### src/rtl/rr_onehot_arbiter.sv
// Round-robin arbiter over 16 sticky request lines with a one-hot grant,
// a ready/valid handshake, a post-grant hold window and a saturating drop counter.
module rr_onehot_arbiter #(
    parameter int HOLD_CYCLES = 4
) (
    input  logic        clock,
    input  logic        reset,
    input  logic [15:0] req,
    output logic [15:0] grant_onehot,
    output logic        grant_valid,
    input  logic        grant_ready,
    output logic        enc_enable,
    output logic [15:0] pending,
    output logic [7:0]  drop_cnt
);

    localparam logic [1:0] ST_IDLE  = 2'd0;
    localparam logic [1:0] ST_OFFER = 2'd1;
    localparam logic [1:0] ST_HOLD  = 2'd2;

    localparam logic [7:0] HOLD_LAST = (HOLD_CYCLES > 0) ? 8'(HOLD_CYCLES - 1) : 8'd0;

    logic [1:0]  state;
    logic [15:0] req_q;
    logic [3:0]  ptr;
    logic [3:0]  grant_idx;
    logic [7:0]  hold_cnt;

    logic [15:0] edge_bits;
    logic        accept;
    logic [15:0] clear_mask;
    logic [15:0] drop_bits;
    logic [4:0]  drop_num;
    logic [8:0]  drop_sum;
    logic [3:0]  sel_idx;
    logic [3:0]  scan_idx;
    logic        sel_found;

    assign edge_bits  = req & ~req_q;
    assign accept     = (state == ST_OFFER) && grant_ready;
    assign clear_mask = accept ? grant_onehot : 16'h0000;
    // A coincident edge beats the clear, so only edges on bits that stay pending are lost.
    assign drop_bits  = edge_bits & pending & ~clear_mask;
    assign drop_sum   = {1'b0, drop_cnt} + 9'(drop_num);

    assign grant_valid = (state == ST_OFFER);
    assign enc_enable  = grant_valid;

    // NOTE: every variable written here gets a default first, otherwise synthesis infers latches.
    always_comb begin
        drop_num = 5'd0;
        for (int i = 0; i < 16; i++) begin
            drop_num = drop_num + 5'(drop_bits[i]);
        end
    end

    // Search upward from ptr with 4-bit wraparound; first hit wins.
    always_comb begin
        sel_found = 1'b0;
        sel_idx   = ptr;
        scan_idx  = ptr;
        for (int i = 0; i < 16; i++) begin
            scan_idx = ptr + 4'(i);
            if (!sel_found && pending[scan_idx]) begin
                sel_found = 1'b1;
                sel_idx   = scan_idx;
            end
        end
    end

    // NOTE: sequential state uses non-blocking assignments so every register samples pre-edge values.
    always_ff @(posedge clock or posedge reset) begin
        if (reset) begin
            state        <= ST_IDLE;
            req_q        <= 16'h0000;
            pending      <= 16'h0000;
            ptr          <= 4'd0;
            grant_idx    <= 4'd0;
            grant_onehot <= 16'h0000;
            hold_cnt     <= 8'd0;
            drop_cnt     <= 8'd0;
        end else begin
            req_q    <= req;
            pending  <= (pending & ~clear_mask) | edge_bits;
            drop_cnt <= drop_sum[8] ? 8'hFF : drop_sum[7:0];

            case (state)
                ST_IDLE: begin
                    if (sel_found) begin
                        grant_onehot <= 16'h0001 << sel_idx;
                        grant_idx    <= sel_idx;
                        state        <= ST_OFFER;
                    end
                end
                ST_OFFER: begin
                    if (grant_ready) begin
                        grant_onehot <= 16'h0000;
                        ptr          <= grant_idx + 4'd1;
                        hold_cnt     <= HOLD_LAST;
                        state        <= (HOLD_CYCLES == 0) ? ST_IDLE : ST_HOLD;
                    end
                end
                ST_HOLD: begin
                    if (hold_cnt == 8'd0) begin
                        state <= ST_IDLE;
                    end else begin
                        hold_cnt <= hold_cnt - 8'd1;
                    end
                end
                default: begin
                    state        <= ST_IDLE;
                    grant_onehot <= 16'h0000;
                end
            endcase
        end
    end

endmodule

### config.mk
export PLATFORM = sky130hd
export DESIGN_NAME = rr_onehot_arbiter
export DESIGN_NICKNAME = d
export VERILOG_FILES = /design/src/rtl/rr_onehot_arbiter.sv
export SDC_FILE = /design/constraint.sdc
export NUM_CORES = 1
export LEC_CHECK = 0
export BUFFER_PORTS_ARGS = -buffer_cell sky130_fd_sc_hd__clkbuf_2
export CORE_MARGIN = 10
export CORE_UTILIZATION = 50
export CTS_BUF_LIST = sky130_fd_sc_hd__clkbuf_8 sky130_fd_sc_hd__clkbuf_16
export DETAILED_ROUTE_END_ITERATION = 8
export HOLD_SLACK_MARGIN = 0.03
export PLACE_DENSITY = 0.77
export RECOVER_POWER = 25
export SLEW_MARGIN = 15
export SYNTH_ARGS = -nofsm -noshare
export SYNTH_HDL_FRONTEND = slang
export SYNTH_SLANG_ARGS = --single-unit
### constraint.sdc
create_clock -name clock -period 5.2 [get_ports clock]
set_input_delay 0.78 -clock clock [delete_from_list [all_inputs] [get_ports clock]]
set_output_delay 0.78 -clock clock [all_outputs]
set_load 0.005 [all_outputs]
=== After elaboration in Yosys (flattened, before gate mapping) ===
Index checks and enable logic that the tools add are counted.

* Add/sub/neg operators: 33
* $mul: 0
* Divide/modulo/power cells: 0
* Order comparisons: 16
* Equal/unequal tests: 6
* Shift operators: 1
* Mux-type cells: 75
* Bitwise gates (word level): 8
* Reduce and logical (&&, ||, !) cells: 39

{| class="wikitable"
|+ Operators by type and width
! operator !! number
|-
| $lt A4 B5 Y1 const B || 16
|-
| $and A16 B16 Y16 || 4
|-
| $bmux W1 S4 || 16
|-
| $mux W4 || 15
|-
| $add A5 B1 Y5 || 11
|-
| $mux W16 || 3
|-
| $pmux W16 S3 || 1
|-
| $add A4 B4 Y4 const B || 8
|-
| $mux W1 || 32
|-
| $not A16 Y16 || 2
|-
| $mux W8 || 3
|-
| $add A4 B3 Y4 const B || 4
|-
| $logic_and A1 B1 Y1 || 16
|-
| $or A16 B16 Y16 || 1
|-
| $pmux W8 S2 || 1
|-
| $shl A1 B4 Y16 const A || 1
|-
| $logic_not A1 Y1 || 15
|-
| $add A8 B5 Y9 || 1
|-
| $reduce_and A3 Y1 || 3
|-
| $add A4 B1 Y4 const B || 2
|-
| $add A4 B2 Y4 const B || 2
|-
| $logic_not A8 Y1 || 1
|-
| $ne A2 B2 Y1 const B || 4
|-
| $sub A8 B1 Y8 const B || 1
|-
| other kinds (12) || 15
|}

* Flip-flop bits (word level): 74
* Bits in latches: 0
* Bits in writable memories: 0
* Memory bits (read-only): 0
* Input port bits: 19
* Output and inout port bits: 42
* Logic and storage cells: 186
* Memories kept: 0

=== Longest topological paths before layout ===
Gate-level depths: netlist of the first run.

* Depth in word-level cells: 51
* Depth in mapped cells: 22
* Gate-level depth less buffers: 20

=== Least setup slack after synthesis of the first run ===
OpenSTA, ideal clock, no wires.

* Path type: input -> register
* From: in grant_ready
* To: reg drop_cnt[4]
* Library setup time: 0.135 ns
* Arrival time: 5.583 ns
* Required time: 5.065 ns
* Setup slack: -0.518 ns
* Stages on the path: 20
* Buffers on the path: 2
* Path through: and2_1 > clkbuf_1 > buf_1 > nand2_1 > nand2_1 > nor2_1 > fa_1 > inv_1 > fa_1 > fa_1 > inv_1 > fa_1 > fa_1 > fa_1 > a21oi_1 > nor2_1 > o21a_1 > or2_2 > nand4_1 > o21ai_0

* Cells in the longest elaborated chain, start to end: 21

{| class="wikitable"
|+ Ends and longest elaborated chain
! what !! line !! RTL
|-
| start, declared || 11 || <nowiki>input logic grant_ready,</nowiki>
|-
| $logic_and A1 B1 Y1 * || 40 || <nowiki>assign accept = (state == ST_OFFER) && grant_ready;</nowiki>
|-
| $mux W16 * || 41 || <nowiki>assign clear_mask = accept ? grant_onehot : 16'h0000;</nowiki>
|-
| $not A16 Y16 * || 43 || <nowiki>assign drop_bits = edge_bits & pending & ~clear_mask;</nowiki>
|-
| $and A16 B16 Y16 * || 43 ||
|-
| $add A1 B1 Y2 || 53 || <nowiki>drop_num = drop_num + 5'(drop_bits[i]);</nowiki>
|-
| $add A2 B1 Y3 || 53 ||
|-
| $add A3 B1 Y4 || 53 ||
|-
| $add A4 B1 Y5 || 53 ||
|-
| $add A5 B1 Y5 (10 in a row) || 53 ||
|-
| $add A5 B1 Y5 * || 53 ||
|-
| $add A8 B5 Y9 * || 44 || <nowiki>assign drop_sum = {1'b0, drop_cnt} + 9'(drop_num);</nowiki>
|-
| $mux W8 * || 85 || <nowiki>drop_cnt <= drop_sum[8] ? 8'hFF : drop_sum[7:0];</nowiki>
|-
| end signal, assigned || 85 ||
|-
| end, declared || 14 || <nowiki>output logic [7:0] drop_cnt</nowiki>
|}

Mark *: on every way between the ends. The rest lies on a longest branch, timed or not.
A chain may end at the register's enable or synchronous reset.

=== Worst setup path in the final report of the first run ===
* From: reg state[0]
* To: reg drop_cnt[3]

* Cells in the longest elaborated chain, start to end: 22

{| class="wikitable"
|+ Ends and longest elaborated chain
! what !! line !! RTL
|-
| start, declared || 23 || <nowiki>logic [1:0] state;</nowiki>
|-
| start signal, assigned || 100 || <nowiki>state <= (HOLD_CYCLES == 0) ? ST_IDLE : ST_HOLD;</nowiki>
|-
| $eq A2 B1 Y1 * || 40 ||
|-
| $logic_and A1 B1 Y1 * || 40 ||
|-
| $mux W16 * || 41 ||
|-
| $not A16 Y16 * || 43 ||
|-
| $and A16 B16 Y16 * || 43 ||
|-
| $add A1 B1 Y2 || 53 ||
|-
| $add A2 B1 Y3 || 53 ||
|-
| $add A3 B1 Y4 || 53 ||
|-
| $add A4 B1 Y5 || 53 ||
|-
| $add A5 B1 Y5 (10 in a row) || 53 ||
|-
| $add A5 B1 Y5 * || 53 ||
|-
| $add A8 B5 Y9 * || 44 ||
|-
| $mux W8 * || 85 ||
|}

Marks and branches as above.

==> metrics.txt, run 1 <==
Startpoint Class flop; Clock Tree Buf Depth 2; status finished with violations; Initial Utilization 0.513; Remaining DRCs 0; port bufs 60; skew final between 0.005 and 0.006 ns; crit path time final slightly above 5 ns; CTS tree yes; die width 131 microns; fillcell total roughly 1000; post-DP HPWL about 13000 microns; MaxCap Viol Count 1; vias in the first global route between 5000 and 6000; Pwr Total about 4700 uW; top fanout value on the critical path 4; layout cell share with drive strength beyond 1 0.227; die area approximately 0.017 sq mm; Seq pwr share 0.199; final setup violation count 0; GRT Residual Overflow 0; Mapped Avg Cell Area 9.83 sq um; Overall Global Routing Usage 0.202; cell mode on critical path fa_1; failing checks max-capacitance violations, max-slew violations; antenna-violating nets left 0; switching power ~2300 uW; WL per Instance about 20 microns; Synth-to-Final Area Change 13.1%; fmax a little under 0.2 GHz; sum of negative setup slack 0 ns; Yosys reg bits 74; ys async rst share 1.00; VDD IR max 0.000566 V; Core ar. ~0.012 sq mm; Gate power share 0.672; CP Capture Type flop; Ant. Diodes 0; pin count of the biggest net entering global routing 75; DIE HEIGHT roughly 130 microns; endpoints failing hold 0; crit share post-route 0.971; placed instance count roughly 850; Slew @ Worst Pin 3.87 ns; Leak about 0.003 uW; TritonCTS buffer count 9; PwrDens roughly 680 mW/mm^2; Crit path largest cell delay ~0.55 ns; initial DRC count approximately 500; Via Count between 5000 and 6000; placed instance area around 0.0067 sq mm; worst path cell trace nor2b_2 -> and2_4 -> buf_6 -> nand2_1 -> nand2_1 -> or3_4 -> fa_1 -> fa_1 -> fa_1 -> inv_1 -> fa_1 -> fa_2 -> fa_2 -> a21oi_2 -> nor2_2 -> o21a_1 -> or2_4 -> nand4_1 -> buf_4 -> nand2_1; nets@finish between 700 and 800; Setup CP Type reg2reg; Top FF cell, synth dfrtp_1; Post-synth EDFFs 0; 1st-pass router iterations 5; Ys Warns 0; mapped cell area just over 0.006 sq mm; final instance area around 0.007 sq mm; clk sinks 74; net count after synthesis around 680; sequential share of the synthesized area 0.300; Final Routed Wirelength roughly 18000 microns; initial antenna violation count 0; clock power share 0.129; std cell rows 40; Netlist cell types 85; Slew headroom -1.58; CP required about 5.4 ns; routability cong. 0.959; Hold Crit Class reg2reg; htree depth 3; Sw Ratio 0.491; critical path's slowest cell fa_1; Syn Inst Count approximately 630; routed vias/inst just over 6; final non-filler cell total between 800 and 900; Clock transition at path regs around 0.050 ns; max-slew violations 75; Critical Path AT roughly 5.3 ns; # IOs 61; internal power between 2000 and 2500 uW; first-pass GRT wire length about 29000 microns; clk root buf clkbuf_16; Clock Latency Late Sink between 0.3 and 0.4 ns
worst max-delay path: cells and delay by family, from the launching register on:
family | cells | cell delay (ns)
adders and majority gates | 6 | 2.66
and+or+nand+nor | 9 | 1.26
DFF | 1 | 0.37
AOI/OAI and AO/OA | 2 | 0.33
buffers and inverters | 3 | 0.31
routing by layer:
metal / up-vias / global-route usage / routed length (microns)
met5: - / 0 / 0
met4: 0 / 0.0994 / 686
met3: 50 / 0.0446 / 1340
met2: 271 / 0.320 / 8540
met1: 2657 / 0.254 / 7180
li1: 2434 / - / -
registers in the layout, summed over array words and instances, names as in the netlist:
signal	cells
pending	16
hold_cnt	8
state	2
req_q	16
grant_idx	4
ptr	4
drop_cnt	8
grant_onehot	16
final cells by class:
cell class                 instances  area, sq um  area share
clock buffer                      10          239      0.0342
clock inverter                     5         55.1     0.00787
inverter                          39          146      0.0209
multi-input combinational        484         3990       0.570
sequential                        74         1850       0.265
tap                              168          210      0.0301
timing repair buffer              89          504      0.0721
cell usage in the layout, fill, tap and decap left out, types with 11 or more instances in the layout:
master / instances
a21oi_1: 21
buf_4: 22
clkbuf_1: 18
clkbuf_2: 45
dfrtp_1: 74
ha_1: 18
inv_1: 37
mux2_2: 14
mux2i_1: 28
mux4_2: 20
nand2_1: 90
nand2b_1: 13
nand3_1: 11
nor2_1: 36
nor3_1: 13
o21ai_0: 26
xnor2_1: 12
xor2_1: 11
path summary, 6_finish.rpt:
path | start | end | slack, ns | cells after the start
worst min register to register | req_q[15] | pending[15] | 0.46 | 1
worst max register to register | state[0] | drop_cnt[3] | 0.15 | 20
worst max-delay path | state[0] | drop_cnt[3] | 0.15 | 20
min in group asynchronous | reset | grant_onehot[11] | 1.96 | 3
max in group asynchronous | reset | drop_cnt[7] | 1.08 | 3
worst min-delay path | req_q[15] | pending[15] | 0.46 | 1
synthesized netlist by cell type, drive strengths merged, types with 8 or more instances:
master  number  share of area
or3          8         0.0089
mux2        18          0.034
nand2b      13          0.013
mux4        26          0.098
nand2       92          0.057
o21ai       26          0.021
mux2i       31          0.055
xnor2       14          0.022
inv         38          0.023
buf         26          0.032
o31ai        8         0.0097
a21oi       22          0.018
xor2        11          0.016
a31oi       10          0.010
nor3        15          0.014
o41ai       12          0.022
and2        10          0.010
ha          18          0.036
nand3       13          0.012
dfrtp       74           0.30
fa          12          0.039
nor2        39          0.025
power by group through the flow:
stage               sequential (uW)  combinational (uW)  clock, uW
CTS                             935                3100        616
detailed placement              940                3060          0
global placement                933                2960          0
floorplan                       874                2340          0
finish                          944                3180        610
global route                    962                3480        639
cell families after synthesis:
group | after synthesis | synth area share
and+or+nand+nor | 226 | 0.192
buffers and inverters | 71 | 0.0595
muxes | 75 | 0.187
xor gates and xnor gates | 25 | 0.0378
DFF | 74 | 0.300
adders and majority gates | 30 | 0.0753
AOI/OAI and AO/OA | 128 | 0.148
stage by stage:
stage	hold slack, ns	util	worst slack [ns]
4_1_cts	0.456	0.580	0.00719
3_5_place_dp	0.444	0.554	-0.371
2_1_floorplan	0.418	-	-0.0365
5_1_grt	0.491	0.580	-0.0174
6_report	0.456	0.580	0.153
3_3_place_gp	0.436	0.554	-0.282
repair_timing:
action,CTS,global route
setup endpoints to repair,1,8
setup buffers,2,1
gates resized for setup,0,8
pin swaps,0,1
hold buffers,0,0
No activity file was read; power rests on OpenSTA's default activity.
==> run 2: changes to the inputs <==
--- a/config.mk
+++ b/config.mk
@@ -11,7 +11,7 @@
 export CTS_BUF_LIST = sky130_fd_sc_hd__clkbuf_8 sky130_fd_sc_hd__clkbuf_16
 export DETAILED_ROUTE_END_ITERATION = 8
 export HOLD_SLACK_MARGIN = 0.03
-export PLACE_DENSITY = 0.77
+export PLACE_DENSITY = 0.71
 export RECOVER_POWER = 25
 export SLEW_MARGIN = 15
 export SYNTH_ARGS = -nofsm -noshare
==> run 2 against run 1 <==
Against the previous run:
- critical path depth fell by 2
- die area did not move
- setup slack improved by 0.011 ns
- wire length is 0.75% higher
- total power down 0.31%
- core utilization decreased by 0.26 points
- the flow now finishes without violations
- first-iteration DRC count fell by 12%
- worst hold slack worse by 0.0060 ns
- sequential cell count unchanged
- via count is 1.2% lower
- cell area down 0.45%
- largest cell class unchanged
==> metrics.txt, run 2 (synthesis gave the netlist of run 1 again) <==
die width around 130 microns; routability cong. 0.960; cell mode on critical path fa_1; Clock Latency Late Sink around 0.34 ns; final setup violation count 0; Hold Crit Class reg2reg; antenna-violating nets left 0; PwrDens 679 mW/mm^2; layout cell share with drive strength beyond 1 0.226; status finished, final reports clean; nets@finish 743; TritonCTS buffer count 9; commonest non-fill, non-tap cell in the layout nand2_1; skew final 0.0118 ns; biggest registers after layout grant_onehot: 16 flops, pending: 16 flops, req_q: 16 flops; RR Endpoint drop_cnt[4]; Final Routed Wirelength 17900 microns; post-DP HPWL 13400 microns; Ant. Diodes 0; Critical Path AT between 5 and 6 ns; vias in the first global route about 5300; clk sinks 74; # IOs 61; pin count of the biggest net entering global routing 48; clk root buf clkbuf_16; Slew @ Worst Pin slightly above 1 ns; most frequent cells in the layout nand2_1, dfrtp_1, clkbuf_2; Clock transition at path regs roughly 0.060 ns; Crit path largest cell delay around 0.57 ns; routed vias/inst 6.17; crit share post-route 0.968; 1st-pass router iterations 5; CTS tree yes; crit path time final slightly above 5 ns; Startpoint Class input pin; GRT Residual Overflow 0; Synth-to-Final Area Change 12.6%; Leak between 0.003 and 0.004 uW; Clock Tree Buf Depth 2; final instance area 0.00696 sq mm; critical path's slowest cell fa_1; Via Count between 5000 and 6000; Initial Utilization 0.513; CP Capture Type flop; worst reg-to-reg setup slack around 0.22 ns; endpoints failing hold 0; Setup CP Type in2reg; worst r2r path cells 18; std cell rows 40; VDD IR max approximately 0.00052 V; die area 0.0172 sq mm; Remaining DRCs 0; worst path cell trace clkbuf_2 -> and2_4 -> nand2_1 -> nand2_1 -> or3_4 -> fa_1 -> fa_1 -> fa_1 -> inv_1 -> fa_1 -> fa_2 -> fa_2 -> a21oi_2 -> nor2_1 -> o21a_1 -> or2_2 -> nand4_1 -> o21ai_1; CP delay by family, top adder cells; placed instance area 0.00666 sq mm; hold endpoint pending[11]; Overall Global Routing Usage 0.201; fmax 0.199 GHz; Worst R2R Start state[0]; DIE HEIGHT 131 microns; WL per Instance about 21 microns; top fanout value on the critical path 6; initial antenna violation count 0; HP Start req_q[11]; sum of negative setup slack 0 ns; hold-critical path depth 1; max-slew violations 0; crit path from grant_ready; initial DRC count about 440; CP required around 5.4 ns; CP Buf/Inv Count 2; htree depth 3; Core ar. between 0.01 and 0.015 sq mm; MaxCap Viol Count 0; port bufs 60; Slew headroom 0.314; first-pass GRT wire length between 20000 and 30000 microns
run 2: changes by cell type in the layout (fill, tap and decap cells not counted), sizes merged:
cell	before	now
clkbuf	75	69
inv	38	42
clkinvlp	2	0
and2	10	11
buf	24	25
run 2: where the power goes:
part	leakage [uW]	internal (uW)	switching, uW
clock network	0.000154	363	230
registers	0.000860	736	210
logic	0.00201	1310	1880
run 2: worst register-to-register path, delay by kind of cell, from the launching register on:
kind            cells  cell delay [ns]
flops               1             0.38
buf+inv             1             0.05
simple gates        8             1.35
fa+ha+maj           6             2.69
compound gates      3             0.39
run 2: cell type report:
class	count	area, sq um
Inverter	39	146
Sequential cell	74	1850
Clock buffer	9	225
Clock inverter	7	55.1
Fill cell	1031	5100
Timing Repair Buffer	85	470
Tap cell	168	210
Multi-Input combinational cell	485	4000
run 2: worst max path at each step:
stage             endpoint  slack [ns]  cells after the start
4_1_cts        drop_cnt[4]        0.06                     18
5_1_grt        drop_cnt[0]      -0.004                     18
3_5_place_dp   drop_cnt[4]       -0.46                     18
6_report       drop_cnt[4]        0.16                     18
3_3_place_gp   drop_cnt[4]       -0.32                     18
2_1_floorplan  drop_cnt[4]       -0.04                     18
run 2: layer usage:
layer / global-route usage / wire, microns
met5: 0 / 0
met4: 0.0856 / 578
met3: 0.0339 / 1070
met2: 0.328 / 8790
met1: 0.258 / 7460
run 2: metrics by stage:
stage | power [uW] | setup slack [ns] | instances | utilization | hold slack, ns
after floorplan | 3210 | -0.0365 | 629 | - | 0.418
after global placement | 3930 | -0.324 | 849 | 0.552 | 0.435
after detailed placement | 4040 | -0.460 | 849 | 0.552 | 0.439
after CTS | 4650 | 0.0638 | 865 | 0.575 | 0.444
after global routing | 5060 | -0.00406 | 867 | 0.577 | 0.463
final | 4720 | 0.164 | 867 | 0.577 | 0.450
run 2: timing repair:
action                     CTS  global route
pin swaps                    0             3
setup endpoints to repair    8            23
buffers inserted             0             1
gates resized for setup      2             8
hold buffers                 0             0
cloned                       0             1
==> run 3: changes to the inputs <==
==> constraint.sdc (replaced) <==
create_clock -name clock -period 5.2 [get_ports clock]
set_input_delay 0 -clock clock [delete_from_list [all_inputs] [get_ports clock]]
set_output_delay 0 -clock clock [all_outputs]
set_load 0.005 [all_outputs]
==> run 3 against run 2 <==
Against the previous run:
- clock skew shrank 0.0049 ns
- count of clock-buffer cells in the layout is 1 higher
- clock power down 7.6%
- global-route usage about the same
- worst hold slack worse by 0.11 ns
- critical path depth unchanged
- cell area increased by 2.4%
- fmax fell by 1.8%
- core utilization is 1.4 points higher
- non-clock buffer count increased by 22
- via count up 1.5%
- critical endpoint unchanged
- largest cell class unchanged
==> metrics.txt, run 3 (synthesis gave the netlist of run 1 again) <==
most frequent cells in the layout nand2_1, dfrtp_1, clkbuf_1; first-pass GRT wire length about 29000 microns; Seq pwr share 0.202; Worst R2R Start state[0]; endpoints failing hold 0; Startpoint Class flop; Pwr Total between 4000 and 5000 uW; layout cell share with drive strength beyond 1 0.189; Setup CP Type reg2reg; sum of negative setup slack 0 ns; Synth-to-Final Area Change 15.3%; htree depth 3; placed instance area between 0.006 and 0.007 sq mm; initial antenna violation count 0; fin util 0.591; # IOs about 60; worst r2r path cells 18; final non-filler cell total about 890; Slew headroom 0.379; CP Capture Type flop; RR Endpoint drop_cnt[4]; pin count of the biggest net entering global routing 75; PwrDens between 600 and 700 mW/mm^2; antenna-violating nets left 0; Sw Ratio 0.492; clk sinks 74; routed vias/inst about 6; die width 131 microns; commonest non-fill, non-tap cell in the layout nand2_1; initial DRC count between 500 and 600; nets@finish ~770; fmax roughly 0.20 GHz; switching power 2290 uW; Final Routed Wirelength about 18000 microns; Clock Tree Buf Depth 2; Hold Crit Class in2reg; CTS tree yes; met1 Track Usage GR 0.258; WL per Instance ~20 microns; std cell rows 40; critical path endpoint drop_cnt[4]; gr busiest metal met2; M2 GR Usage 0.330; internal power 2370 uW; Ant. Diodes 0; Initial Utilization 0.513; Core ar. 0.0121 sq mm; crit path from state[0]; post-DP HPWL 13000 microns; top fanout value on the critical path 6; Clock Latency Late Sink roughly 0.33 ns; Slew @ Worst Pin 0.932 ns; port bufs 60; Gate power share 0.681; Overall Global Routing Usage 0.202; crit share post-route 0.986; Remaining DRCs 0; 1st-pass router iterations 5; final instance area between 0.007 and 0.008 sq mm; met3 Usage GRT 0.0373; biggest registers after layout grant_onehot: 16 flops, pending: 16 flops, req_q: 16 flops; GRT Residual Overflow 0; Clock transition at path regs 0.05 ns; clock power share 0.117; crit path time final about 5.1 ns; VDD IR max 0.000609 V; max-slew violations 0; DIE HEIGHT 131 microns; placed instance count about 850; die area roughly 0.017 sq mm; skew final 0.00692 ns; RSZ-0062 raised after global routing yes; clk root buf clkbuf_16; MaxCap Viol Count 0; Via Count roughly 5400; vias in the first global route between 5000 and 6000; final setup violation count 0; status finished, final reports clean; TritonCTS buffer count 9; CP required ~5.4 ns; Leak about 0.0030 uW; routability cong. 0.896; Critical Path AT between 5 and 6 ns; worst reg-to-reg setup slack about 0.072 ns
[run 3: power groups by stage]
| stage | sequential [uW] | combinational [uW] | clock, uW |
|---|---|---|---|
| after floorplan | 875 | 2350 | 0 |
| after global placement | 935 | 2960 | 0 |
| after detailed placement | 943 | 3030 | 0 |
| after CTS | 935 | 3060 | 558 |
| after global routing | 960 | 3480 | 582 |
| final | 941 | 3170 | 547 |
[run 3: cell type report]
cell class / instances / area [sq um]
fillers: 1025 / 4930
repair buffers: 107 / 642
clock inverters: 6 / 26.3
clock buffers: 10 / 239
well taps: 168 / 210
multi-input cells: 485 / 4010
flip-flops and latches: 74 / 1850
inverters: 39 / 146
[run 3: worst max-delay path, cell delays in order (launching register included)]
cell	delay, ns
dfrtp_1	0.38
nor2b_4	0.14
and2_4	0.17
nand2_2	0.09
nand2_2	0.07
or3_4	0.35
fa_1	0.56
fa_1	0.43
fa_1	0.50
inv_1	0.05
fa_1	0.48
fa_2	0.44
fa_2	0.41
a21oi_2	0.15
nor2_2	0.06
o21a_1	0.19
or2_4	0.24
nand4_1	0.19
o21ai_1	0.10
[run 3: how the worst min path moves through the flow]
stage,from,to,slack [ns],cells after the start
CTS,req[8],req_q[8],0.32,2
global placement,req[11],req_q[11],0.12,1
floorplan,req[0],req_q[0],0.03,0
global route,req[0],req_q[0],0.34,2
detailed placement,req[11],req_q[11],0.13,1
finish,req[5],req_q[5],0.34,2
[run 3: metal layers]
layer	vias to the layer above	routed length, microns
li1	2476	-
met1	2677	7420
met2	230	8630
met3	45	1170
met4	0	618
met5	-	0
[run 3: timing repair]
item,in CTS,in global routing
endpoints found under the hold margin,107,0
resized for setup,2,10
setup endpoints to repair,8,8
cloned,0,1
hold buffers,18,0
pin swaps,2,6
buffers inserted,0,6
[run 3: per-stage QoR]
stage | worst slack, ns | hold WS, ns
6_report | 0.0721 | 0.336
2_1_floorplan | 0.0467 | 0.0314
5_1_grt | -0.0885 | 0.338
3_5_place_dp | -0.221 | 0.125
3_3_place_gp | -0.0555 | 0.124
4_1_cts | 0.0157 | 0.320
